===== src/rtl/data_mover_pkg.sv =====
// ============================================================================
// Module      : data_mover_pkg
// Description : Shared widths, command opcodes and FSM state encoding.
// Revision    : 1.0
// ============================================================================
`default_nettype none

package data_mover_pkg;

  localparam int ADDR_W = 6;
  localparam int DATA_W = 8;
  localparam int CNT_W  = ADDR_W + 1;

  typedef enum logic [1:0] {
    OP_LOAD  = 2'b00,
    OP_STORE = 2'b01,
    OP_FILL  = 2'b10,
    OP_COPY  = 2'b11
  } op_e;

  typedef enum logic [1:0] {
    ST_IDLE = 2'b00,
    ST_RD   = 2'b01,
    ST_WR   = 2'b10,
    ST_DONE = 2'b11
  } state_e;

  // A zero length field stands for the full 64-byte address space.
  function automatic logic [CNT_W-1:0] len_to_count(input logic [ADDR_W-1:0] len);
    return (len == '0) ? CNT_W'(1 << ADDR_W) : {1'b0, len};
  endfunction

endpackage

`default_nettype wire


===== src/rtl/data_mover.sv =====
// ============================================================================
// Module      : data_mover
// Description : Byte mover for a 64x8 memory with LOAD/STORE/FILL/COPY ops.
// Revision    : 1.0
// ============================================================================
`default_nettype none

module data_mover
  import data_mover_pkg::*;
(
  input  logic              clk,
  input  logic              rst,
  input  logic              i_cmd_valid,
  output logic              o_cmd_ready,
  input  logic [1:0]        i_cmd_op,
  input  logic [ADDR_W-1:0] i_cmd_src,
  input  logic [ADDR_W-1:0] i_cmd_dst,
  input  logic [ADDR_W-1:0] i_cmd_len,
  input  logic [DATA_W-1:0] i_cmd_data,
  output logic              o_busy,
  output logic              o_done,
  output logic [DATA_W-1:0] o_rsp_data,
  output logic [ADDR_W-1:0] o_data_address,
  output logic [DATA_W-1:0] o_write_data,
  output logic              o_write_enable,
  input  logic [DATA_W-1:0] i_read_data
);

  state_e            r_state;
  op_e               r_op;
  logic [ADDR_W-1:0] r_src;
  logic [ADDR_W-1:0] r_dst;
  logic [CNT_W-1:0]  r_count;
  logic [CNT_W-1:0]  r_off;
  logic [DATA_W-1:0] r_rsp;
  logic [ADDR_W-1:0] r_addr;
  logic [DATA_W-1:0] r_wdata;
  logic              r_we;
  logic              r_done;
  logic              r_busy;
  logic              r_ready;

  op_e               w_op;
  logic [CNT_W-1:0]  w_next_off;
  logic              w_last;
  logic [ADDR_W-1:0] w_cur_dst;
  logic [ADDR_W-1:0] w_nxt_dst;
  logic [ADDR_W-1:0] w_nxt_src;

  assign w_op       = op_e'(i_cmd_op);
  assign w_next_off = r_off + CNT_W'(1);
  assign w_last     = (w_next_off == r_count);
  assign w_cur_dst  = r_dst + ADDR_W'(r_off);
  assign w_nxt_dst  = r_dst + ADDR_W'(w_next_off);
  assign w_nxt_src  = r_src + ADDR_W'(w_next_off);

  always_ff @(posedge clk) begin
    if (rst) begin
      r_state <= ST_IDLE;
      r_op    <= OP_LOAD;
      r_src   <= '0;
      r_dst   <= '0;
      r_count <= '0;
      r_off   <= '0;
      r_rsp   <= '0;
      r_addr  <= '0;
      r_wdata <= '0;
      r_we    <= 1'b0;
      r_done  <= 1'b0;
      r_busy  <= 1'b0;
      r_ready <= 1'b1;
    end else begin
      case (r_state)
        ST_IDLE: begin
          if (i_cmd_valid) begin
            r_op    <= w_op;
            r_src   <= i_cmd_src;
            r_dst   <= i_cmd_dst;
            r_off   <= '0;
            r_count <= (w_op == OP_FILL || w_op == OP_COPY) ?
                       len_to_count(i_cmd_len) : CNT_W'(1);
            r_busy  <= 1'b1;
            r_ready <= 1'b0;
            if (w_op == OP_LOAD || w_op == OP_COPY) begin
              r_state <= ST_RD;
              r_addr  <= i_cmd_src;
            end else begin
              r_state <= ST_WR;
              r_addr  <= i_cmd_dst;
              r_wdata <= i_cmd_data;
              r_we    <= 1'b1;
            end
          end
        end
        ST_RD: begin
          if (r_op == OP_LOAD) begin
            r_rsp   <= i_read_data;
            r_done  <= 1'b1;
            r_state <= ST_DONE;
          end else begin
            // r_wdata doubles as the COPY byte register.
            r_wdata <= i_read_data;
            r_addr  <= w_cur_dst;
            r_we    <= 1'b1;
            r_state <= ST_WR;
          end
        end
        ST_WR: begin
          if (w_last) begin
            r_we    <= 1'b0;
            r_done  <= 1'b1;
            r_state <= ST_DONE;
          end else begin
            r_off <= w_next_off;
            if (r_op == OP_FILL) begin
              r_addr <= w_nxt_dst;
            end else begin
              r_addr  <= w_nxt_src;
              r_we    <= 1'b0;
              r_state <= ST_RD;
            end
          end
        end
        ST_DONE: begin
          r_done  <= 1'b0;
          r_busy  <= 1'b0;
          r_ready <= 1'b1;
          r_state <= ST_IDLE;
        end
        default: r_state <= ST_IDLE;
      endcase
    end
  end

  assign o_cmd_ready    = r_ready;
  assign o_busy         = r_busy;
  assign o_done         = r_done;
  assign o_rsp_data     = r_rsp;
  assign o_data_address = r_addr;
  assign o_write_data   = r_wdata;
  // Strobe is masked while reset is asserted so an aborted command cannot write.
  assign o_write_enable = r_we & ~rst;

endmodule

`default_nettype wire


===== config.mk =====
export PLATFORM = sky130hd
export DESIGN_NAME = data_mover
export DESIGN_NICKNAME = d
export VERILOG_FILES = /design/src/rtl/data_mover_pkg.sv /design/src/rtl/data_mover.sv
export SDC_FILE = /design/constraint.sdc
export NUM_CORES = 1
export LEC_CHECK = 0
export ABC_AREA = 0
export BUFFER_PORTS_ARGS = -buffer_cell sky130_fd_sc_hd__buf_2
export CAP_MARGIN = 10
export CORE_MARGIN = 1
export CORE_UTILIZATION = 35
export CTS_CLUSTER_SIZE = 16
export DETAILED_ROUTE_END_ITERATION = 6
export RECOVER_POWER = 25
export SYNTH_ARGS = -nofsm -noshare
export SYNTH_HDL_FRONTEND = slang
export SYNTH_SLANG_ARGS = --single-unit

===== constraint.sdc =====
create_clock -name clk -period 5.08 [get_ports clk]
set_input_delay 0 -clock clk [delete_from_list [all_inputs] [get_ports clk]]
set_output_delay 0 -clock clk [all_outputs]
set_load 0.1 [all_outputs]

# Word-level counts from Yosys, hierarchy flattened
# Cells that the tools add are included.
# W data, S select, Z words.
# word_totals
register_bits	56
input_bits	39
# classes
add_sub_neg	4
n_eq_ne	14
muxes	34
bitwise	2
n_reduce_logical	20
# ops
op	count
$mux W6	5
$mux W7	4
$mux W8	3
$add A6 B6 Y6	3
$pmux W6 S3	1
$pmux W8 S2	1
$pmux W7 S2	1
$ne A2 B2 Y1 const B	6
$eq A2 B2 Y1 const B	5
$mux W1	10
$mux W2	4
$pmux W2 S4	1
$reduce_and A2 Y1	4
$reduce_and A4 Y1	2
$add A7 B1 Y7 const B	1
$eq A7 B7 Y1	1
$logic_not A2 Y1	3
$logic_not A6 Y1	1
$pmux W1 S3	2
$reduce_and A3 Y1	2
$reduce_bool A2 Y1	3
$reduce_bool A3 Y1	2
$reduce_and A5 Y1	1
$pmux W1 S2	2
5 further kinds	6

# Longest topological paths before layout
# Gate-level depths: netlist (run 1).
# depth
ltp_word	5
mapped_depth	11
mapped_depth_nobuf	10

# Worst setup path after synthesis (run 1)
# OpenSTA, ideal clock, no wires.
# synth_path
path_kind	reg-to-reg
start	register r_op[1]
end	register r_addr[4] (netlist: o_data_address[4])
setup_time_ps	70
arrival_ps	2497
required_ps	5010
slack_ps	2512
stages_incl_launch_ff	12
n_path_buf	1
synth_period_minus_slack_ps	2568
path_cell_list	dfxtp_1 nor2b_1 buf_2 mux2_2 ha_1 fa_1 a21o_1 a21oi_1 xnor2_1 a32oi_1 a211o_1 a21oi_1
# synth_via
elab_chain_cells	4
# synth_rtl
item	line	text
start, declared	data_mover.sv:30	op_e r_op;
start signal, assigned	data_mover.sv:76	r_op <= w_op;
$eq A2 B2 Y1	data_mover.sv:115	if (r_op == OP_FILL) begin
$mux W6	data_mover.sv:115	
$mux W6	data_mover.sv:109	if (w_last) begin
$pmux W6 S3	data_mover.sv:73	case (r_state)
end signal, assigned	data_mover.sv:86	r_addr <= i_cmd_src;
end signal, assigned	data_mover.sv:116	r_addr <= w_nxt_dst;
end signal, assigned	data_mover.sv:118	r_addr <= w_nxt_src;
end, declared	data_mover.sv:36	logic [ADDR_W-1:0] r_addr;
# Several ways; a longest one is shown, not always the timed one. The select of a mux whose other input is x is not followed.
# A chain may end at the register's enable or synchronous reset.

# Worst setup path after layout (run 1)
# Ends and elaborated chain as after synthesis.

==> results of run 1 <==
## area by class of cell
cell class,count,share of cell area
sequential,56,0.282
tap,108,0.0340
clock inverter,3,0.00598
timing repair buffer,92,0.145
clock buffer,5,0.0173
multi-input combinational,294,0.504
inverter,12,0.0113
## cells by family after synthesis
group | after synthesis | share of synthesized area
simple gates | 136 | 0.191
mux | 22 | 0.0702
compound gates | 98 | 0.209
buf+inv | 33 | 0.0411
fa+ha+maj | 21 | 0.0852
xor+xnor | 17 | 0.0591
flops | 56 | 0.344
## timing repair
action | 4_1_cts | 5_1_grt
hold buffers | 28 | 0
hold endpoints to repair | 29 | 0
buffers inserted | 0 | 0
## registers in the layout, summed over array words and instances (netlist names), 2 cells and up
name	flops
r_op	2
o_write_data	8
r_dst	6
o_data_address	6
r_src	6
r_off	7
r_count	7
r_state	2
o_rsp_data	8
## metal layers
metal  up-vias  part of all wire  track usage
met2        65              0.46        0.307
met5         -                 0            0
met4         0             0.016       0.0620
met3        13             0.037       0.0298
li1       1509                 -            -
met1      1369              0.49        0.252
## metrics by stage
step | util | area, um^2
2_1_floorplan | - | 3260
4_1_cts | 0.452 | 4000
3_5_place_dp | 0.410 | 3630
3_3_place_gp | 0.410 | 3630
6_report | 0.449 | 3970
5_1_grt | 0.449 | 3970
## final timing paths
path | endpoint | depth (start not counted) | startpoint
hold / removal | o_write_data[0] | 3 | i_cmd_data[0]
hold reg to reg | o_rsp_data[1] | 2 | o_rsp_data[1]
setup / recovery | o_data_address[4] | 10 | r_op[1]
setup reg to reg | o_data_address[4] | 10 | r_op[1]
## power breakdown
group          switching, mW  internal [mW]
clock                  0.160         0.0982
sequential            0.0759          0.547
combinational          0.999          0.345
## placed cells by master (no fill, tap or decap), types with 12 or more instances in the layout
master | synthesis | routed
sky130_fd_sc_hd__a21oi_1 | 37 | 37
sky130_fd_sc_hd__buf_2 | 5 | 44
sky130_fd_sc_hd__clkbuf_1 | 14 | 20
sky130_fd_sc_hd__dfxtp_1 | 56 | 56
sky130_fd_sc_hd__dlygate4sd3_1 | 0 | 28
sky130_fd_sc_hd__ha_1 | 19 | 19
sky130_fd_sc_hd__inv_1 | 12 | 12
sky130_fd_sc_hd__mux2i_1 | 15 | 15
sky130_fd_sc_hd__nand2_1 | 62 | 62
sky130_fd_sc_hd__nor2_1 | 32 | 32
## worst max-delay path: cells and delay by family, from the launching register on
family          cells  cell delay [ps]
flops               1              390
fa+ha+maj           2              630
mux                 1              420
compound gates      5              850
simple gates        1              680
xor+xnor            1              130
==> impl_metrics.toml, run 1 <==
[logic_synthesis]
yosys.cell_count.top_type = "sky130_fd_sc_hd__nand2_1"
synth-async-reset-ratio = 0
postSynth.topFlopCell = "sky130_fd_sc_hd__dfxtp_1"
ys.warnings.count = 0
syn_area_per_cell_um2 = 8.51
synth.yosys.seq_area_share = 0.344
synthTopCellsByCount = "62 x sky130_fd_sc_hd__nand2_1, 56 x sky130_fd_sc_hd__dfxtp_1, 37 x sky130_fd_sc_hd__a21oi_1, 32 x sky130_fd_sc_hd__nor2_1, 19 x sky130_fd_sc_hd__ha_1"
post_synth_inst_count = 383
netlist-cell-type-count = 56
yosys.area.top_type = "sky130_fd_sc_hd__dfxtp_1"
synth_seq_cells = 56
syn-cell-area_um2 = 3260
synth_nets = 443
synth_top_area_share = 0.344
synth.top_cells.by_area = "sky130_fd_sc_hd__dfxtp_1 34%, sky130_fd_sc_hd__ha_1 7.3%, sky130_fd_sc_hd__nand2_1 7.1%"
post_synth_edffs = 0

[clocking]
clockBufferDepth = 2
cts.htree.levels = 2
ctsResizeCount = 0
tritoncts = "yes"
clock_latency_ps = 320
cts.sink_count = 56
cts.clk_slew.worst_paths_ps = 110
cts-buffers-inserted = 5
cts.root.buffer_cell = "sky130_fd_sc_hd__clkbuf_8"

[timing]
setup_violations_final = 0
final.min_clock_period_ps = 3180
finalHoldViolations = 0
fin_crit_sh = 0.627
timing.max_slew.rel_slack = 0.203
setup_repair_after_global_routing_missed_its_margin = "no"
fmax_mhz = 314
final.setup_skew_ps = 7.07
max_slew.worst_pin.slew_ps = 1200
slew_viol_final = 0
timing.hold.ws_ps = 9.16
final.setup.worst_slack_ps = 1900
setup_tns_ps = 0

[place]
final_estimated_routing_congestion_in_global_placement = 0.842
hpwl_after_dpl_mm = 6.25
place_ws_ps = 1900
numPlacedInstances = 534
port_buffers = 64

[final_layout]
ff_latch_area_um2 = 1120
footprint_of_the_multi_input_gates_um2 = 2000
instances_no_fill = 570
area_delta_synth_final_pct = 21.9
num_antenna_cells = 0
filler_cell_count = 911
final_net_count = 521
drive_gt1_frac = 0.152

[job]
cap_violations = 0

[global_route]
grt_remaining_overflow = 0
grt_first_pass_wirelength_mm = 14.6
grt_use_total = 0.187
grt_antenna_before_repair = 0
largest_net_degree_at_the_start_of_global_routing = 53
number_of_global_route_vias_before_repair = 3032

[critical_path]
critPathKind = "reg2reg"
timing.critical_path.required_ps = 5330
crit_path_cells = "nor2b_1, mux2_2, ha_1, fa_1, a21o_1, a21oi_1, xnor2_1, a32oi_1, a211o_1, a21oi_1"
setup.worst_path.start_class = "flip-flop"
critical_path.endpoint_type = "flip-flop"
timing.critical_path.slowest_stage_cell = "sky130_fd_sc_hd__nor2b_1"
worst_path_largest_cell_delay_ps = 680
worstPathMaxFanout = 9
worstPathArrival_ps = 3430
r2r_slack_ps = 1900
cp_common_cell = "sky130_fd_sc_hd__a21oi_1"

[power]
powerDensity_nw_per_um2 = 560
power.static_leakage_nw = 1.64
max-vdd-ir-drop_mv = 0.374
design_power_total_mw = 2.23

[detailed_routing]
num_vias = 2956
postRouteWirelength_mm = 8.63
wire_per_inst_um = 15.1
detail_route.iter0.violations = 79
drcViolationCount = 1
routed_via_density = 5.19
postRouteAntennaNets = 0
detailedRoute.firstPassIterationCount = 6

[floorplan]
io-pin-count = 65
horizontal_die_dimension_um = 98.5
core-area_um2 = 8850
floorplan.initialDensity = 0.368
dieHeight_um = 98.5
fp.dieArea_um2 = 9700
row_count = 34

[run_status]
result_of_the_run = "finished with violations"
violations_in_the_final_reports = "design-rule violations"

[min_path]
hold_path.class = "in2reg"
Note: power is estimated with default switching activity, not from simulation.
==> inputs of run 2 (changes only) <==
==> constraint.sdc (replaced) <==
create_clock -name clk -period 2.8 [get_ports clk]
set_input_delay 0 -clock clk [delete_from_list [all_inputs] [get_ports clk]]
set_output_delay 0 -clock clk [all_outputs]
set_load 0.1 [all_outputs]
==> impl_metrics.toml, run 2 (same netlist as run 1, synthesis figures left out) <==
[place]
final_estimated_routing_congestion_in_global_placement = 0.889
hpwl_after_dpl_mm = 6.43
port_buffers = 64
numPlacedInstances = 542

[critical_path]
crit_path_cells = "nor2b_2, buf_4, mux2_2, fa_1, a21o_1, a21oi_1, xnor2_1, a32oi_1, a211o_1, a21oi_1"
worst_path_largest_cell_delay_ps = 460
worstPathMaxFanout = 8
timing.critical_path.required_ps = 3040
cp_common_cell = "sky130_fd_sc_hd__a21oi_1"
cp.buffers_inverters = 1
setup.worst_path.start_class = "flip-flop"
critical_path.endpoint_type = "flip-flop"
timing.critical_path.slowest_stage_cell = "sky130_fd_sc_hd__fa_1"
critPathKind = "reg2reg"
worstPathArrival_ps = 2830
worst_path_dominant_cell_family = "compound AO/OA/AOI/OAI gates"

[global_route]
grt_remaining_overflow = 0
largest_net_degree_at_the_start_of_global_routing = 50
grt_first_pass_wirelength_mm = 14.0
grt_use_total = 0.183
grt_antenna_before_repair = 0
number_of_global_route_vias_before_repair = 2827

[final_layout]
layout.cells.most_common_list = "62 x sky130_fd_sc_hd__nand2_1, 55 x sky130_fd_sc_hd__dfxtp_1, 44 x sky130_fd_sc_hd__buf_2"
filler_cell_count = 903
commonest_non_fill_non_tap_cell_in_the_layout = "sky130_fd_sc_hd__nand2_1"
area_delta_synth_final_pct = 24.3
drive_gt1_frac = 0.168
num_antenna_cells = 0
final_net_count = 530
instances_no_fill = 578

[clocking]
cts.clk_slew.worst_paths_ps = 100
cts.root.buffer_cell = "sky130_fd_sc_hd__clkbuf_8"
cts_setup_buffers = 0
cts.sink_count = 56
clock_latency_ps = 320
cts.htree.levels = 2
clockBufferDepth = 2
tritoncts = "yes"
cts-buffers-inserted = 5

[timing]
slew_viol_final = 0
timing.hold.ws_ps = 8.68
fin_crit_sh = 0.925
fmax_mhz = 386
timing.max_slew.rel_slack = 0.197
final.setup_skew_ps = 14.3
setup_violations_final = 0
finalHoldViolations = 0
final.min_clock_period_ps = 2590
setup_repair_after_global_routing_missed_its_margin = "no"
max_slew.worst_pin.slew_ps = 1210
setup_tns_ps = 0

[floorplan]
horizontal_die_dimension_um = 98.5
floorplan.initialDensity = 0.368
dieHeight_um = 98.5
row_count = 34
io-pin-count = 65
fp.dieArea_um2 = 9700
core-area_um2 = 8850

[job]
cap_violations = 0

[detailed_routing]
detailedRoute.firstPassIterationCount = 6
met3_length_um = 409
postRouteWirelength_mm = 8.59
drcViolationCount = 0
num_vias = 3028
wire_per_inst_um = 14.9
detail_route.iter0.violations = 117
highest_layer = "met4"
m1WireLength_mm = 4.22
route.met2.wl_mm = 3.85
routed_via_density = 5.24
postRouteAntennaNets = 0

[power]
p_clk_frac = 0.120
swShare = 0.541
p_comb_frac = 0.607
power.static_leakage_nw = 1.69
max-vdd-ir-drop_mv = 0.658
powerDensity_nw_per_um2 = 1010
internal-power_mw = 1.88
sequential_share_of_power = 0.274
power.net_switching_mw = 2.22

[run_status]
result_of_the_run = "finished, final reports clean"

[min_path]
hold_path.class = "in2reg"
==> run 2: changes by cell type in the layout (fill, tap and decap cells not counted) <==
cell / change
sky130_fd_sc_hd__nor2b_2: +1
sky130_fd_sc_hd__nor2b_1: -1
sky130_fd_sc_hd__clkbuf_8: +2
sky130_fd_sc_hd__clkinv_4: -1
sky130_fd_sc_hd__dfxtp_2: +1
sky130_fd_sc_hd__dlygate4sd3_1: +1
sky130_fd_sc_hd__buf_4: +8
sky130_fd_sc_hd__dfxtp_1: -1
sky130_fd_sc_hd__clkinvlp_4: -2
==> run 2: through the flow <==
stage                     instance area, um^2  power (mW)   util  worst slack, ps
after floorplan                          3260        3.12      -              232
after global placement                   3690        3.59  0.417              230
after detailed placement                 3690        3.62  0.417              141
after CTS                                4070        4.14  0.460              138
after global routing                     4050        4.37  0.458             32.8
final                                    4050        4.11  0.458              211
==> run 2: cell type report <==
type	instances	area, um^2	area share
clock buffer	7	96.3	0.0238
inverter	12	45.0	0.0111
multi-input combinational	294	2010	0.495
sequential	56	1120	0.277
tap	108	135	0.0334
timing repair buffer	101	646	0.159
==> run 2: worst paths after layout <==
kind	start	endpoint	slack, ps	cells past startpoint
worst max-delay path	r_op[1]	o_data_address[4]	210	10
worst min-delay path	i_cmd_data[6]	o_write_data[6]	9	3
worst max register to register	r_op[1]	o_data_address[4]	210	10
worst min register to register	o_rsp_data[3]	o_rsp_data[3]	460	2
==> run 2: power by group through the flow <==
stage / registers [mW] / logic [mW] / clock network, mW
after global routing: 1.15 / 2.68 / 0.538
after floorplan: 1.96 / 1.16 / 0
final: 1.12 / 2.49 / 0.491
after CTS: 1.12 / 2.52 / 0.502
after global placement: 1.13 / 2.46 / 0
after detailed placement: 1.14 / 2.49 / 0
==> run 2: worst min-delay path, delay by kind of cell <==
family | cells | cell delay [ps]
multiplexers | 1 | 110
buffers and inverters | 1 | 90
AO/OA/AOI/OAI | 1 | 80
==> run 2: what timing repair did <==
action	4_1_cts	5_1_grt
gates resized for setup	0	2
setup endpoints to repair	0	1
hold endpoints to repair	30	0
hold buffers	29	0
==> run 2: per-layer routing <==
layer / vias to the layer above / track usage
met2: 69 / 0.291
met5: - / 0
met4: 0 / 0.0631
li1: 1530 / -
met3: 7 / 0.0298
met1: 1422 / 0.251
==> inputs of run 3 (changes only) <==
--- a/config.mk
+++ b/config.mk
@@ -5,7 +5,7 @@
 export SDC_FILE = /design/constraint.sdc
 export NUM_CORES = 1
 export LEC_CHECK = 0
-export ABC_AREA = 0
+export ABC_AREA = 1
 export BUFFER_PORTS_ARGS = -buffer_cell sky130_fd_sc_hd__buf_2
 export CAP_MARGIN = 10
 export CORE_MARGIN = 1
==> constraint.sdc (replaced) <==
create_clock -name clk -period 3 [get_ports clk]
set_input_delay 0 -clock clk [delete_from_list [all_inputs] [get_ports clk]]
set_output_delay 0 -clock clk [all_outputs]
set_load 0.1 [all_outputs]
==> impl_metrics.toml, run 3 <==
[run_status]
result_of_the_run = "finished, final reports clean"

[logic_synthesis]
syn-cell-area_um2 = 3360
synth-async-reset-ratio = 0
ys.warnings.count = 0
synth_nets = 567
synth.top_cells.by_area = "sky130_fd_sc_hd__dfxtp_1 33%, sky130_fd_sc_hd__nand2_1 18%, sky130_fd_sc_hd__ha_1 7.1%"
synth_top_area_share = 0.333
netlist-cell-type-count = 35
post_synth_edffs = 0
yosys.area.top_type = "sky130_fd_sc_hd__dfxtp_1"
synth_seq_cells = 56
syn_area_per_cell_um2 = 6.63
synthTopCellsByCount = "159 x sky130_fd_sc_hd__nand2_1, 56 x sky130_fd_sc_hd__dfxtp_1, 51 x sky130_fd_sc_hd__inv_1, 47 x sky130_fd_sc_hd__nor2_1, 46 x sky130_fd_sc_hd__a21oi_1"
postSynth.topFlopCell = "sky130_fd_sc_hd__dfxtp_1"
post_synth_inst_count = 507
synth.yosys.seq_area_share = 0.333
yosys.cell_count.top_type = "sky130_fd_sc_hd__nand2_1"

[final_layout]
commonest_non_fill_non_tap_cell_in_the_layout = "sky130_fd_sc_hd__nand2_1"
layout.cell_area.non_filler_um2 = 4090
post-route-util = 0.440
drive_gt1_frac = 0.134
filler_cell_count = 1018
num_antenna_cells = 0
layout.cells.most_common_list = "159 x sky130_fd_sc_hd__nand2_1, 56 x sky130_fd_sc_hd__dfxtp_1, 51 x sky130_fd_sc_hd__inv_1"
final_net_count = 649
area_delta_synth_final_pct = 21.6

[detailed_routing]
postRouteWirelength_mm = 9.28
wire_per_inst_um = 12.9
num_vias = 3500
detailedRoute.firstPassIterationCount = 5
postRouteAntennaNets = 0
drcViolationCount = 0
routed_via_density = 4.87
detail_route.iter0.violations = 177

[critical_path]
timing.reg2reg.worst_path_depth = 16
worstPathMaxFanout = 6
worst_path_dominant_cell_family = "simple AND/OR/NAND/NOR gates"
crit_path_cells = "inv_1, nor2_1, nand2_1, nand2_1, ha_1, fa_1, nand2_1, nand2_1, a21oi_1, or2_2, nand3_1, nand3_1, nand2_1, nand2_1, nand2_1, nor2_1"
worst_r2r_endpoint = "o_data_address[4]"
critical_path.endpoint_type = "flip-flop"
timing.critical_path.slowest_stage_cell = "sky130_fd_sc_hd__nor2_1"
setup.worst_path.start_class = "flip-flop"
cp_common_cell = "sky130_fd_sc_hd__nand2_1"
r2r_slack_ps = 490
critPathKind = "reg2reg"
source_of_the_worst_register_to_register_timing_path = "r_op[1]"
worstPathArrival_ps = 2720
cp.buffers_inverters = 1
timing.critical_path.required_ps = 3210
worst_path_largest_cell_delay_ps = 440

[power]
sequential_share_of_power = 0.289
powerDensity_nw_per_um2 = 906
p_comb_frac = 0.601
p_clk_frac = 0.110
internal-power_mw = 1.64
design_power_total_mw = 3.70
max-vdd-ir-drop_mv = 0.608
power.static_leakage_nw = 1.91
swShare = 0.558
power.net_switching_mw = 2.07

[min_path]
hold_path.class = "in2reg"
hold-path-cell-count = 3
hold_end = "r_op[1]"
hold_start = "i_cmd_op[1]"

[timing]
setup_tns_ps = 0
fmax_mhz = 399
final.setup_skew_ps = 3.80
setup_repair_after_global_routing_missed_its_margin = "no"
max_slew.worst_pin.slew_ps = 1180
slew_viol_final = 0
timing.max_slew.rel_slack = 0.216
finalHoldViolations = 0
setup_violations_final = 0
timing.hold.ws_ps = 21.3
fin_crit_sh = 0.835
final.min_clock_period_ps = 2510

[place]
hpwl_after_dpl_mm = 6.91
final_estimated_routing_congestion_in_global_placement = 0.861
port_buffers = 64
postPlaceCellArea_um2 = 3800

[floorplan]
fp.dieArea_um2 = 10000
core-area_um2 = 9280
horizontal_die_dimension_um = 100
dieHeight_um = 100
io-pin-count = 65
row_count = 35
floorplan.initialDensity = 0.362

[clocking]
cts.clk_slew.worst_paths_ps = 100
tritoncts = "yes"
ctsResizeCount = 0
clock_latency_ps = 310
cts.sink_count = 56
cts.root.buffer_cell = "sky130_fd_sc_hd__clkbuf_8"
cts-buffers-inserted = 5
clockBufferDepth = 2
cts.htree.levels = 2

[global_route]
met2_layer_usage_reported_by_global_route = 0.297
grt_antenna_before_repair = 0
grt_remaining_overflow = 0
grt_use_met3 = 0.0265
largest_net_degree_at_the_start_of_global_routing = 33
grt_first_pass_wirelength_mm = 15.1
number_of_global_route_vias_before_repair = 3101
met1_usage = 0.277
grt_use_total = 0.189
grt_busiest_layer = "met2"

[job]
cap_violations = 0
run 3: cell types whose count changed in the layout (fill, tap and decap cells not counted), moves of 7 or more:
cell | before | now
sky130_fd_sc_hd__a211oi_1 | 11 | 4
sky130_fd_sc_hd__a21oi_1 | 37 | 46
sky130_fd_sc_hd__inv_1 | 12 | 51
sky130_fd_sc_hd__mux2i_1 | 15 | 0
sky130_fd_sc_hd__nand2_1 | 62 | 159
sky130_fd_sc_hd__nand3_1 | 7 | 35
sky130_fd_sc_hd__nor2_1 | 32 | 47
sky130_fd_sc_hd__nor2b_1 | 9 | 0
sky130_fd_sc_hd__o21ai_0 | 11 | 27
sky130_fd_sc_hd__xnor2_1 | 8 | 1
run 3: layout make-up:
cell class / count / area [um^2] / area share
clock buffer: 5 / 68.8 / 0.0168
clock inverter: 2 / 12.5 / 0.00306
inverter: 55 / 206 / 0.0505
multi-input combinational: 382 / 1980 / 0.484
sequential: 56 / 1120 / 0.274
tap: 129 / 161 / 0.0395
timing repair buffer: 89 / 541 / 0.132
run 3: cells by family (layout without fill, tap and decap cells):
group,Yosys count,count (layout),share of synthesized area
AO/OA/AOI/OAI,88,88,0.141
AND/OR/NAND/NOR,269,269,0.354
XOR/XNOR,4,4,0.0104
adder cells (fa/ha/maj),21,21,0.0826
buffers and inverters,69,151,0.0782
flip-flops,56,56,0.333
run 3: worst min-delay path, stage by stage:
cell,delay (ps)
sky130_fd_sc_hd__buf_2,100
sky130_fd_sc_hd__o21ai_0,90
sky130_fd_sc_hd__a21oi_1,110
run 3: routing by layer:
metal	up-vias	routed length, um
met5	-	0
met4	0	63
met3	6	376
met2	97	4160
met1	1603	4690
li1	1794	-
run 3: worst max path at each step:
stage                              to  cells after the start  startpoint  slack [ps]
floorplan           o_data_address[4]                     16     r_op[1]         980
global placement    o_data_address[4]                     16     r_op[1]         540
detailed placement  o_data_address[4]                     16     r_op[1]         540
CTS                 o_data_address[4]                     16     r_op[1]         500
global route        o_data_address[4]                     16     r_op[1]         230
finish              o_data_address[4]                     16     r_op[1]         490
run 3: power by group through the flow:
stage	logic, mW	registers [mW]	clock network, mW
floorplan	1.12	1.72	0
global placement	2.22	1.08	0
detailed placement	2.22	1.08	0
CTS	2.25	1.07	0.424
global route	2.44	1.09	0.456
finish	2.23	1.07	0.408
run 3: stage by stage:
step	worst slack (ps)	instances
4_1_cts	501	718
2_1_floorplan	976	507
5_1_grt	226	718
3_3_place_gp	536	688
3_5_place_dp	537	688
6_report	495	718
run 3: timing repair:
item | in CTS | in global routing
endpoints found under the setup margin | 0 | 0
hold buffers | 23 | 0
buffers inserted | 0 | 0
endpoints found under the hold margin | 21 | 0
